==> src/rtl/mem_ctrl_pkg.sv <==
// mem_ctrl_pkg: shared op encodings, sequencer states and IO address default
package mem_ctrl_pkg;
  typedef enum logic [1:0] {
    OP_FETCH = 2'b00,
    OP_LOAD  = 2'b01,
    OP_STORE = 2'b10,
    OP_ILL   = 2'b11
  } op_e;
  typedef enum logic [2:0] {
    S_IDLE    = 3'd0,
    S_RD_WAIT = 3'd1,
    S_RD_CAP  = 3'd2,
    S_WR      = 3'd3,
    S_ERR     = 3'd4
  } state_e;
  localparam logic [15:0] IO_ADDR_DEFAULT = 16'hFFFF;
endpackage

==> src/rtl/mem_wait_counter.sv <==
// mem_wait_counter: loadable 3-bit down-counter that holds at zero
module mem_wait_counter (
  input  logic       clk,
  input  logic       reset,
  input  logic       load,
  input  logic [2:0] load_val,
  input  logic       dec,
  output logic       zero
);
  logic [2:0] cnt_q, cnt_d;
  always_comb
    cnt_d = load ? load_val : (dec && cnt_q != 3'd0) ? cnt_q - 3'd1 : cnt_q;
  always_ff @(posedge clk or negedge reset)
    if (!reset) cnt_q <= 3'd0;
    else cnt_q <= cnt_d;
  assign zero = cnt_q == 3'd0;
endmodule

==> src/rtl/mem_access_ctrl.sv <==
// mem_access_ctrl: multicycle fetch/load/store sequencer for a synchronous-read memory
module mem_access_ctrl
  import mem_ctrl_pkg::*;
#(
  parameter int          MEM_LATENCY = 1,
  parameter logic [15:0] IO_ADDR     = IO_ADDR_DEFAULT
) (
  input  logic        clk,
  input  logic        reset,
  input  logic        req_valid,
  input  logic [1:0]  req_op,
  input  logic [15:0] req_addr,
  output logic        req_ready,
  output logic        done,
  output logic        err,
  output logic        IorD,
  output logic        wea,
  output logic        IRWrite,
  output logic        PCWrite,
  output logic        io_sel,
  output logic        io_we,
  output logic        load_valid
);
  state_e state_q, state_d;
  op_e    op_q, op_d;
  logic   io_q, io_d;
  logic   accept, is_io, wait_zero;
  assign accept = req_valid && state_q == S_IDLE;
  assign is_io  = req_addr == IO_ADDR;
  mem_wait_counter u_wait (
    .clk      (clk),
    .reset    (reset),
    .load     (accept),
    .load_val (3'(MEM_LATENCY - 1)),
    .dec      (state_q == S_RD_WAIT),
    .zero     (wait_zero)
  );
  always_comb begin
    state_d = state_q;
    op_d    = accept ? op_e'(req_op) : op_q;
    io_d    = accept ? is_io : io_q;
    case (state_q)
      S_IDLE:
        if (req_valid)
          case (op_e'(req_op))
            OP_FETCH: state_d = S_RD_WAIT;
            OP_LOAD:  state_d = is_io ? S_RD_CAP : S_RD_WAIT;
            OP_STORE: state_d = S_WR;
            default:  state_d = S_ERR;
          endcase
      S_RD_WAIT: state_d = wait_zero ? S_RD_CAP : S_RD_WAIT;
      default:   state_d = S_IDLE;
    endcase
  end
  always_ff @(posedge clk or negedge reset)
    if (!reset) begin
      state_q <= S_IDLE;
      op_q    <= OP_FETCH;
      io_q    <= 1'b0;
    end else begin
      state_q <= state_d;
      op_q    <= op_d;
      io_q    <= io_d;
    end
  // Data accesses (load/store, memory or IO) are addressed by ALUout throughout.
  always_comb begin
    req_ready  = state_q == S_IDLE && reset;
    IorD       = (state_q == S_RD_WAIT || state_q == S_RD_CAP || state_q == S_WR) && op_q != OP_FETCH;
    done       = state_q == S_RD_CAP || state_q == S_WR;
    err        = state_q == S_ERR;
    IRWrite    = state_q == S_RD_CAP && op_q == OP_FETCH;
    PCWrite    = state_q == S_RD_CAP && op_q == OP_FETCH;
    load_valid = state_q == S_RD_CAP && op_q == OP_LOAD;
    io_sel     = state_q == S_RD_CAP && op_q == OP_LOAD && io_q;
    wea        = state_q == S_WR && !io_q;
    io_we      = state_q == S_WR && io_q;
  end
endmodule

==> config.mk <==
export PLATFORM = sky130hd
export DESIGN_NAME = mem_access_ctrl
export DESIGN_NICKNAME = d
export VERILOG_FILES = /design/src/rtl/mem_ctrl_pkg.sv /design/src/rtl/mem_wait_counter.sv /design/src/rtl/mem_access_ctrl.sv
export SDC_FILE = /design/constraint.sdc
export NUM_CORES = 1
export LEC_CHECK = 0
export ABC_AREA = 1
export CAP_MARGIN = 10
export CORE_MARGIN = 1
export CORE_UTILIZATION = 40
export CTS_CLUSTER_SIZE = 20
export DETAILED_ROUTE_END_ITERATION = 10
export GPL_TIMING_DRIVEN = 0
export PLACE_DENSITY = 0.92
export SLEW_MARGIN = 20
export SYNTH_ARGS = -nofsm -noshare
export SYNTH_HDL_FRONTEND = slang
export SYNTH_HIERARCHICAL = 1
export SYNTH_SLANG_ARGS = --single-unit
==> constraint.sdc <==
create_clock -name clk -period 1.9 [get_ports clk]
set_input_delay 0.38 -clock clk [delete_from_list [all_inputs] [get_ports clk]]
set_output_delay 0.38 -clock clk [all_outputs]
set_load 0.005 [all_outputs]
==> results of run 1 <==
[sequential cells by signal, summed over array words and instances, names as in the netlist]
signal / cells
io_q: 1
op_q: 2
state_q: 3
u_wait/cnt_q: 3
[cell families after synthesis]
family / count (synthesis) / share of synthesized area [%]
other cells: 1 / 0.621
simple gates: 56 / 41.0
xor+xnor: 1 / 1.45
buf+inv: 14 / 9.32
fa+ha+maj: 2 / 4.14
compound gates: 7 / 6.21
flops: 9 / 37.3
[report_power, final]
part           total, W  switching (W)  internal, W
clock network  0.000143      0.0000620    0.0000806
logic          0.000569       0.000310     0.000259
registers      0.000337      0.0000675     0.000269
[metal layers]
metal	GRT usage (%)	vias up	wire length, um
met3	3.80	2	81
met4	5.00	0	9
met5	0	-	0
li1	-	354	-
met2	33.6	32	701
met1	19.0	300	529
[area by class of cell]
| cell class | instances | area [sq um] | share of cell area, % |
|---|---|---|---|
| Clock buffer | 4 | 26.3 | 2.67 |
| Inverter | 13 | 48.8 | 4.96 |
| Tap cell | 15 | 18.8 | 1.91 |
| Buffer | 1 | 7.51 | 0.763 |
| Sequential cell | 9 | 226 | 23.0 |
| Multi-Input combinational cell | 69 | 348 | 35.4 |
| Timing Repair Buffer | 31 | 308 | 31.3 |
[worst register-to-register path: cells and delay by family (launching register included)]
| family | cells | cell delay [ns] |
|---|---|---|
| buffers and inverters | 3 | 0.42 |
| AND/OR/NAND/NOR | 5 | 0.45 |
| flip-flops | 1 | 0.40 |
[repair_timing]
item | 4_1_cts | 5_1_grt
buffers inserted | 1 | 0
hold endpoints to repair | 0 | 0
setup endpoints to repair | 6 | 4
pin swaps | 2 | 1
gates resized for setup | 13 | 3
[cell usage after synthesis]
master and instances:
buf_4 1, conb_1 1, dfrtp_1 9, ha_1 2, inv_1 9, inv_2 4
nand2_1 32, nand2_2 1, nand3_1 4, nand3_2 1, nor2_1 10, nor2_2 3
nor3_1 3, nor3b_1 1, nor4_2 1, o21ai_0 6, o31ai_1 1, xor2_1 1
[worst max-delay path by stage]
| stage | startpoint | endpoint | slack [ns] |
|---|---|---|---|
| floorplan | state_q[2] | PCWrite | 0.48 |
| global placement | reset | req_ready | -0.31 |
| detailed placement | reset | req_ready | -0.35 |
| CTS | state_q[1] | IorD | 0.02 |
| global route | state_q[1] | PCWrite | 0.05 |
| finish | state_q[1] | PCWrite | 0.16 |
[metrics by stage]
stage / instance area (sq um) / setup slack, ns / setup TNS [ns] / total power [W]
after floorplan: 612 / 0.479 / 0 / 0.000680
after detailed placement: 931 / -0.348 / -0.348 / 0.000891
after global routing: 983 / 0.0462 / 0 / 0.00115
after global placement: 931 / -0.307 / -0.307 / 0.000860
final: 983 / 0.161 / 0 / 0.00105
after CTS: 976 / 0.0167 / 0 / 0.00106
==> metrics.cfg, run 1 <==
[global_route]
antenna_found_initial = 0
grt.overflow.total = 0
grt_pass1_wl_um = 1950
grt_pass1_vias = 531
grtUsageTotal_pct = 17.6
grt_max_degree = 12

[layout]
final_common_cell = nand2_1
diodes = 0
fill_cells = 109
fin_util_pct = 72.8
fin_cells = 142
drive_gt1_share_pct = 15.0
layout.nets = 151
final_cell_mix = 31 x nand2_1, 20 x clkdlybuf4s50_1, 10 x nor2_1, 9 x inv_1, 8 x dfrtp_1
syn2layout_area_growth_pct = 62.7

[timing]
setup_violations = 0
whs_ns = 0.135
fin_crit_sh_pct = 91.6
slew_viol_final = 0
finClkSkew_ns = 0.00129
finalCriticalPeriod_ns = 1.74
fmax_mhz = 575
hold_viol_final = 0
grt_setup_unrepaired = no

[floorplanning]
die_w_um = 40.9
dieArea_sq_mm = 0.00167
die_h_um = 40.9
core_sq_mm = 0.00135
initial_core_util_pct = 44.8
ioPinCount = 31
rows = 13

[setup_path]
r2r-start = state_q[1]
ff2ff_setup_slack_ns = 0.58
critPathKind = reg2out
cp_top_family = buffers and inverters
crit_buf_inv = 3
reg2regPathDepth = 8
endpoint_kind = output port
crit_chain = inv_2 > nor2_4 > nand2_2 > nor3_2 > buf_4 > dlygate4sd2_1
critPathSlowestCell = dfrtp_1
critPathRequiredTime_ns = 1.52
crit_path_start_kind = flop
r2r-end = u_wait/cnt_q[2]
path_max_fanout = 3
cp_num_cells = 6
cpPeakStageDelay_ns = 0.38
cp.arrival_ns = 1.36

[cts]
numCtsBuffers = 3
htree_levels = 1
ctsHoldBuffers = 0
clockRootBuffer = clkbuf_4
cts_num_sinks = 9
clkTransAtPathRegs_ns = 0.06
clkLatencyLatePin_ns = 0.25
cts_max_path_buffers = 2
cts_tree = done

[synth]
ys_seq_elements = 9
ys_seq_area_share_pct = 37.3
synth_top_area_cell = dfrtp_1
syn-instance-count = 90
yosysUniqueCellTypes = 18
syn-cell-area_sq_um = 604
synth_warnings = 6
synth_top_area_share_pct = 37.3
syn-mean-instance-area_sq_um = 6.71
synthTopCellsByArea = dfrtp_1 37%, nand2_1 20%, nor2_1 6.2%

[routing]
routedWlPerCell_um = 9.31
wirelength_um = 1320
route.detailed.drc = 0
vias = 688
avgViaCountPerCell = 4.85
drtPass1Iterations = 4
drtIter0Drc = 6
final_antenna_net_count = 0

[min_path]
hold_path_class = in2async

[placement]
dp.final_hpwl_um = 1110
gp_congestion = 0.814
dp.cells = 137
io_buffers = 30

[status]
status = completed

[flow_run]
maxCapViolations = 0

[pwr]
ir_worst_vdd_v = 0.000484
leakage_nw = 0.535
power_density_mw_per_mm2 = 1070

No activity file was read; power rests on OpenSTA's default activity.
==> inputs of run 2 (changes only) <==
--- a/config.mk
+++ b/config.mk
@@ -6,6 +6,7 @@
 export NUM_CORES = 1
 export LEC_CHECK = 0
 export ABC_AREA = 1
+export ABC_CLOCK_PERIOD_IN_PS = 1900
 export CAP_MARGIN = 10
 export CORE_MARGIN = 1
 export CORE_UTILIZATION = 40
==> results of run 2 <==
Final layout, timing and power as in run 1 (identical DEF).
